## src/rtl/detector_jogada_if.sv

```systemverilog
// Player-side bus of detector_jogada: raw buttons and control inputs in,
// registered move code and status strobes out.
interface detector_jogada_if #(
    parameter int N_BOT = 4
);
    logic [N_BOT-1:0] botoes;
    logic             habilita;
    logic             zera_timeout;
    logic [N_BOT-1:0] jogada;
    logic             jogada_feita;
    logic             jogada_invalida;
    logic             timeout;

    modport master (
        output botoes, habilita, zera_timeout,
        input  jogada, jogada_feita, jogada_invalida, timeout
    );

    modport slave (
        input  botoes, habilita, zera_timeout,
        output jogada, jogada_feita, jogada_invalida, timeout
    );
endinterface

```

## src/rtl/detector_jogada.sv

```systemverilog
// Button front end: synchronise, debounce, validate one-hot moves,
// emit one-cycle move/invalid strobes and run the per-move timeout.
module detector_jogada #(
    parameter int N_BOT    = 4,
    parameter int DEBOUNCE = 4,
    parameter int TIMEOUT  = 5000
) (
    input logic               clock,
    input logic               reset,
    detector_jogada_if.slave  bus
);
    localparam int DW = $clog2(DEBOUNCE + 1);
    localparam int TW = $clog2(TIMEOUT);
    localparam logic [DW-1:0] DB_LAST = DW'(DEBOUNCE - 1);
    localparam logic [TW-1:0] TO_LAST = TW'(TIMEOUT - 1);

    typedef enum logic [1:0] {
        LIVRE,
        EMITE,
        INVALIDO,
        AGUARDA_SOLTAR
    } state_t;

    logic [N_BOT-1:0] s1, s2, candidato, estavel, jogada_q;
    logic [DW-1:0]    db_cnt;
    logic [TW-1:0]    to_cnt;
    logic             timeout_q;
    state_t           state, state_next;
    logic             carrega, feita, invalida;

    always_ff @(posedge clock) begin
        if (reset) begin
            s1        <= '0;
            s2        <= '0;
            candidato <= '0;
            db_cnt    <= '0;
            estavel   <= '0;
        end else begin
            s1 <= bus.botoes;
            s2 <= s1;
            if (s2 != candidato) begin
                candidato <= s2;
                db_cnt    <= '0;
            end else if (db_cnt == DB_LAST) begin
                // counter saturates here; estavel keeps tracking the candidate
                estavel <= candidato;
            end else begin
                db_cnt <= db_cnt + 1'b1;
            end
        end
    end

    always_comb begin
        state_next = state;
        carrega    = 1'b0;
        feita      = 1'b0;
        invalida   = 1'b0;
        case (state)
            LIVRE: begin
                if (estavel != '0) begin
                    if (!bus.habilita) begin
                        state_next = AGUARDA_SOLTAR;
                    end else if ($onehot(estavel)) begin
                        state_next = EMITE;
                        carrega    = 1'b1;
                    end else begin
                        state_next = INVALIDO;
                    end
                end
            end
            EMITE: begin
                feita      = 1'b1;
                state_next = AGUARDA_SOLTAR;
            end
            INVALIDO: begin
                invalida   = 1'b1;
                state_next = AGUARDA_SOLTAR;
            end
            AGUARDA_SOLTAR: begin
                if (estavel == '0) state_next = LIVRE;
            end
            default: state_next = LIVRE;
        endcase
    end

    always_ff @(posedge clock) begin
        if (reset) begin
            state    <= LIVRE;
            jogada_q <= '0;
        end else begin
            state <= state_next;
            if (carrega) jogada_q <= estavel;
        end
    end

    // Clear and a captured move both take priority over the terminal count.
    always_ff @(posedge clock) begin
        if (reset || bus.zera_timeout) begin
            to_cnt    <= '0;
            timeout_q <= 1'b0;
        end else if (carrega) begin
            to_cnt <= '0;
        end else if (bus.habilita && !timeout_q) begin
            if (to_cnt == TO_LAST) begin
                timeout_q <= 1'b1;
                to_cnt    <= '0;
            end else begin
                to_cnt <= to_cnt + 1'b1;
            end
        end
    end

    assign bus.jogada          = jogada_q;
    assign bus.jogada_feita    = feita;
    assign bus.jogada_invalida = invalida;
    assign bus.timeout         = timeout_q;
endmodule

```

## src/flat_wrapper.sv

```systemverilog
// flat-port wrapper written by rule: the top's interface ports become plain ports
module detector_jogada_flat 
#(
    parameter int N_BOT    = 4,
    parameter int DEBOUNCE = 4,
    parameter int TIMEOUT  = 5000
)
  (clock, reset, bus_botoes, bus_habilita, bus_zera_timeout, bus_jogada, bus_jogada_feita, bus_jogada_invalida, bus_timeout);
  detector_jogada_if #(.N_BOT(N_BOT)) bus_i ();
  input logic clock;
  input logic reset;
  input wire logic [$bits(bus_i.botoes)-1:0] bus_botoes;
  input wire logic [$bits(bus_i.habilita)-1:0] bus_habilita;
  input wire logic [$bits(bus_i.zera_timeout)-1:0] bus_zera_timeout;
  output wire logic [$bits(bus_i.jogada)-1:0] bus_jogada;
  output wire logic [$bits(bus_i.jogada_feita)-1:0] bus_jogada_feita;
  output wire logic [$bits(bus_i.jogada_invalida)-1:0] bus_jogada_invalida;
  output wire logic [$bits(bus_i.timeout)-1:0] bus_timeout;
  assign bus_i.botoes = bus_botoes;
  assign bus_i.habilita = bus_habilita;
  assign bus_i.zera_timeout = bus_zera_timeout;
  assign bus_jogada = bus_i.jogada;
  assign bus_jogada_feita = bus_i.jogada_feita;
  assign bus_jogada_invalida = bus_i.jogada_invalida;
  assign bus_timeout = bus_i.timeout;
  detector_jogada #(.N_BOT(N_BOT), .DEBOUNCE(DEBOUNCE), .TIMEOUT(TIMEOUT)) u_core (.clock(clock), .reset(reset), .bus(bus_i));
endmodule
```

## config.mk

```make
export PLATFORM = sky130hd
export DESIGN_NAME = detector_jogada_flat
export DESIGN_NICKNAME = d
export VERILOG_FILES = /design/src/rtl/detector_jogada_if.sv /design/src/rtl/detector_jogada.sv /design/src/flat_wrapper.sv
export SDC_FILE = /design/constraint.sdc
export NUM_CORES = 1
export LEC_CHECK = 0
export BUFFER_PORTS_ARGS = -buffer_cell sky130_fd_sc_hd__buf_4
export CAP_MARGIN = 10
export CORE_ASPECT_RATIO = 0.7
export CORE_MARGIN = 3
export CORE_UTILIZATION = 58
export CTS_CLUSTER_SIZE = 14
export DETAILED_ROUTE_END_ITERATION = 10
export PLACE_DENSITY = 0.78
export SYNTH_ARGS = -nofsm -noshare
export SYNTH_HDL_FRONTEND = slang
export SYNTH_SLANG_ARGS = --single-unit
```

## constraint.sdc

```tcl
create_clock -name clock -period 2.9 [get_ports clock]
set_input_delay 0.145 -clock clock [delete_from_list [all_inputs] [get_ports clock]]
set_output_delay 0.145 -clock clock [all_outputs]
set_load 0.01 [all_outputs]
```

== Word-level counts from Yosys, hierarchy flattened ==
Index checks and enable logic that the tools add are counted.

* ROM bits: 0
* Logic and storage cells: 49
* Bits in writable memories: 0
* Output and inout port bits: 7
* Bits of input ports: 8
* Bits in registers: 39
* Latch bits: 0
* Memories kept: 0

* Reduce and logical (&&, ||, !) cells: 12
* Muxes and demuxes: 12
* Multiply operators: 0
* Add/sub/neg operators: 5
* Equality and inequality tests: 9
* Shifts and indexed selects: 0
* Div/mod/pow operators: 0
* Bitwise operators: 2
* Magnitude comparators: 0

{| class="wikitable"
|+ Operators with widths
! kind !! count
|-
| $add 13x1->13 const B || 1
|-
| $eq 13x13->1 const B || 1
|-
| $mux 13 || 1
|-
| $mux 2 || 4
|-
| $mux 1 || 6
|-
| $pmux 2 s3 || 1
|-
| $reduce_or 2->1 || 3
|-
| $add 1x1->2 || 2
|-
| $eq 2x2->1 const B || 2
|-
| $logic_not 4->1 || 1
|-
| $ne 2x1->1 const B || 2
|-
| $ne 4x4->1 || 1
|-
| $reduce_and 2->1 || 2
|-
| $reduce_bool 4->1 || 1
|-
| $add 3x1->3 const B || 1
|-
| $add 3x3->3 || 1
|-
| $eq 3x1->1 const B || 1
|-
| $eq 3x2->1 const B || 1
|-
| $reduce_and 3->1 || 1
|-
| $eq 2x1->1 const B || 1
|-
| $logic_not 2->1 || 1
|-
| $not 1->1 || 2
|-
| $logic_and 1x1->1 || 1
|-
| $logic_not 1->1 || 1
|-
| $logic_or 1x1->1 || 1
|}

== Depth between registers and ports, before layout ==
* Depth in word-level cells: 9
* Depth in mapped cells: 9
* Gate-level depth less buffers: 8

== Worst setup path before layout ==
No wires, ideal clock.

* Path type: reg2reg
* Start: register u_core.estavel[0]
* End: register u_core.to_cnt[3]
* Data arrival time: 2222 ps
* Path slack: 562 ps
* Buffers on the path: 1
* Clock period less this slack: 2338 ps
* Data required time: 2785 ps
* Stages on the path, launching flop included: 10
* Setup time: 115 ps
* Cells stage by stage: dfxtp_1 > inv_1 > ha_1 > ha_1 > fa_1 > nor3b_2 > nand4_1 > nand3_2 > buf_8 > nor2_2

* Longest elaborated chain between the ends: 8
* Elaborated cells on any way between the ends: 9
* Classes of those cells: add/sub: 2; eq/ne: 1; mux: 4; reduce/logical: 2

{| class="wikitable"
|+ Ends and longest elaborated chain
! what !! RTL line !! RTL
|-
| from (decl) || detector_jogada.sv:24 || <nowiki>logic [N_BOT-1:0] s1, s2, candidato, estavel, jogada_q;</nowiki>
|-
| from (signal assigned) || detector_jogada.sv:46 || <nowiki>estavel <= candidato;</nowiki>
|-
| $add 1x1->2 (implied by the code) || detector_jogada.sv:63 || <nowiki>end else if ($onehot(estavel)) begin</nowiki>
|-
| $add 3x3->3 (implied by the code) || detector_jogada.sv:63 ||
|-
| $eq 3x1->1 || detector_jogada.sv:63 ||
|-
| $mux 1 || detector_jogada.sv:63 ||
|-
| $mux 1 || detector_jogada.sv:61 || <nowiki>if (!bus.habilita) begin</nowiki>
|-
| $mux 1 (*) || detector_jogada.sv:60 || <nowiki>if (estavel != '0) begin</nowiki>
|-
| $mux 1 (*) || detector_jogada.sv:58 || <nowiki>case (state)</nowiki>
|-
| $reduce_or 2->1 (no source line) (*) || n/a ||
|-
| to (signal assigned) || detector_jogada.sv:108 || <nowiki>to_cnt <= to_cnt + 1'b1;</nowiki>
|-
| to (decl) || detector_jogada.sv:26 || <nowiki>logic [TW-1:0] to_cnt;</nowiki>
|}

Mark *: on every way between the ends. The rest lies on a longest branch, timed or not.
A chain may end at the register's enable or synchronous reset.

== Final worst setup path ==
* Start: register u_core.estavel[0]
* End: register u_core.to_cnt[0]

Same word-level chain as after synthesis.

==> run_results.csv <==
group,metric,value,unit
status,outcome,"finished clean",
sta,max_freq,410,MHz
synthesis,syn_inst,179,
sta,finalCritPeriodShare,0.840,
die,io-pin-count,15,
job,drv_cap,0,
detailed_routing,dr.pass1.iters,4,
synthesis,syn_nets,200,
synthesis,ys_ff_latch,39,
critical_path,critPathRequiredTime,3080,ps
detailed_routing,wirelength,3200,um
clock_tree,cts_root_buf,"clkbuf_8",
synthesis,syn_area_per_cell,10.0,um^2
sta,maxSlewViolCount,0,
grt,gr-total-overflow,0,
critical_path,end_kind,"register",
power,power_density,597,nW/um^2
place,place_area,1910,um^2
detailed_routing,drc,0,
die,core-area,2860,um^2
grt,grt_pass1_wl,5720,um
hold_path,hp-class,"in -> reg",
cells_and_area,final_area,2030,um^2
place,place.gp.congestion,0.783,
hold_path,hp-start,"bus_zera_timeout",
detailed_routing,wl_per_cell,13.8,um
grt,grt_max_degree,30,
critical_path,path_cells,"inv_1 > ha_1 > ha_1 > fa_1 > nor3b_2 > nand4_1 > nand3_2 > nor2_1",
sta,fin_ws,463,ps
synthesis,seq_area_frac_synth,0.436,
detailed_routing,vias_per_cell,5.53,
clock_tree,clk_latency,290,ps
critical_path,reg2reg_from,"u_core.estavel[0]$_SDFFE_PP0P_",
sta,setup_violations,0,
sta,hold_ws,24.2,ps
clock_tree,ctsHoldBuffers,0,
die,die_w,72.4,um
synthesis,yosysUniqueCellTypes,33,
clock_tree,cts_sinks,39,
clock_tree,numCtsBuffers,5,
cells_and_area,layout_commonest_cell,"dfxtp_1",
cells_and_area,drive_gt1_frac,0.189,
die,start_util,0.625,
critical_path,path_class,"reg -> reg",
grt,grtUsageTotal,0.203,
clock_tree,cts_max_path_buffers,2,
power,p_leak,0.843,nW
clock_tree,htree_levels,2,
grt,grt_pass1_vias,1283,
place,portBuffers,14,
critical_path,crit_top_cell,"ha_1",
critical_path,slowest_delay,450,ps
grt,antenna_found_initial,0,
sta,fin_crit,2440,ps
clock_tree,cts_tree,"yes",
die,die_y,52.5,um
die,rows,16,
cells_and_area,n_fill_cell,206,
critical_path,path_max_fanout,11,
cells_and_area,nets,216,
clock_tree,clk_pin_slew_worst_paths,70,ps
synthesis,syn_area,1790,um^2
clock_tree,cts_resized,0,
sta,setup_tns,0,ps
critical_path,startpoint,"u_core.estavel[0]$_SDFFE_PP0P_",
power,peakVddDrop,316,uV
sta,hold_violations,0,
clock_tree,cts_setup_buffers,0,
cells_and_area,syn2layout_area_growth,13.1,%
critical_path,cp.arrival,2610,ps
critical_path,critPathLaunchType,"register",
sta,rsz0062_at_grt,"no",
detailed_routing,vias,1283,
cells_and_area,n_antenna_cell,0,
cells_and_area,mostFrequentLayoutCells,"39 x dfxtp_1, 15 x buf_4, 14 x nor2_1",
critical_path,crit_path_top_delay_cell,"fa_1",
detailed_routing,dr.first_iter.drc_count,87,
sta,fin_skew,3.46,ps
die,die-area,3800,um^2
sta,maxSlewHeadroom,0.717,
sta,tightestPinTransition,421,ps
synthesis,yosys_warnings,0,
detailed_routing,ant_nets,0,
place,pre_cts_ws,460,ps
place,dp_hpwl,2250,um
## worst max-delay path: cells and delay by family, from the launching register on
family / cells / cell delay, ps
AND/OR/NAND/NOR: 4 / 950
flip-flops: 1 / 360
buffers and inverters: 1 / 70
adder cells (fa/ha/maj): 3 / 950
## flip-flops by register name, indices dropped and copies added (netlist names)
name	flops
u_core.bus.jogada	4
u_core.bus.timeout	1
u_core.candidato	4
u_core.db_cnt	3
u_core.estavel	4
u_core.s1	4
u_core.s2	4
u_core.state	2
u_core.to_cnt	13
## final cells by class
type	count	area, um^2	area share
tap	36	45.0	0.0222
inverter	7	26.3	0.0130
clock buffer	5	68.8	0.0340
clock inverter	3	43.8	0.0216
multi-input combinational	127	948	0.468
sequential	39	781	0.385
timing repair buffer	15	113	0.0556
## cells by family after synthesis
kind of cell	Yosys count	share of synthesized area
simple gates	79	0.272
mux	7	0.0391
fa+ha+maj	13	0.0950
buf+inv	13	0.0342
xor+xnor	17	0.0832
flops	39	0.436
compound gates	11	0.0405
## synthesized netlist by cell type (all sizes together)
| cell type | count | area, um^2 |
|---|---|---|
| a21oi | 4 | 20.0 |
| nand4b | 4 | 35.0 |
| dfxtp | 39 | 781 |
| a31oi | 1 | 6.26 |
| nor3b | 1 | 12.5 |
| buf | 2 | 20.0 |
| and4b | 1 | 10.0 |
| nand2 | 9 | 33.8 |
| fa | 1 | 20.0 |
| nor2b | 13 | 81.3 |
| nor4 | 4 | 40.0 |
| nor2 | 24 | 115 |
| nand4 | 7 | 43.8 |
| xor2 | 11 | 96.3 |
| o31ai | 4 | 30.0 |
| mux2i | 7 | 70.1 |
| and4 | 3 | 26.3 |
| and4bb | 1 | 12.5 |
| nor3 | 3 | 20.0 |
| o221ai | 1 | 8.76 |
| ha | 12 | 150 |
| inv | 7 | 26.3 |
| nand3 | 4 | 25.0 |
| o211ai | 1 | 7.51 |
| nand2b | 3 | 18.8 |
| clkbuf | 4 | 15.0 |
| xnor2 | 6 | 52.6 |
| and2 | 2 | 12.5 |
## power by group
group / switching [mW] / leakage, nW / internal [mW] / total, mW
Clock: 0.196 / 0.0581 / 0.256 / 0.452
Sequential: 0.0194 / 0.317 / 0.558 / 0.577
Combinational: 0.0973 / 0.468 / 0.0827 / 0.180
Total: 0.313 / 0.843 / 0.897 / 1.21
## metrics by stage
step                      utilization  cells  power, mW
after floorplan                     -    179      0.721
after global placement          0.668    224      0.759
after detailed placement        0.668    224      0.771
after CTS                       0.708    232       1.23
after global routing            0.708    232       1.28
final                           0.708    232       1.21
## routing by layer
layer	vias up	GRT usage	part of all wire	wire length, um
met3	8	0.0632	0.045	143
met2	21	0.320	0.48	1530
met4	0	0.110	0.022	69
met1	611	0.247	0.46	1460
met5	-	0	0	0
li1	643	-	-	-
## final timing paths
kind	endpoint	slack, ps	cells past startpoint
worst max-delay path	u_core.to_cnt[0]$_SDFFE_PP0P_	460	8
worst min-delay path	u_core.bus.timeout$_SDFFE_PP0P_	20	2
worst max register to register	u_core.to_cnt[0]$_SDFFE_PP0P_	460	8
worst min register to register	u_core.s2[1]$_SDFF_PP0_	440	1
No activity file was read; power rests on OpenSTA's default activity.
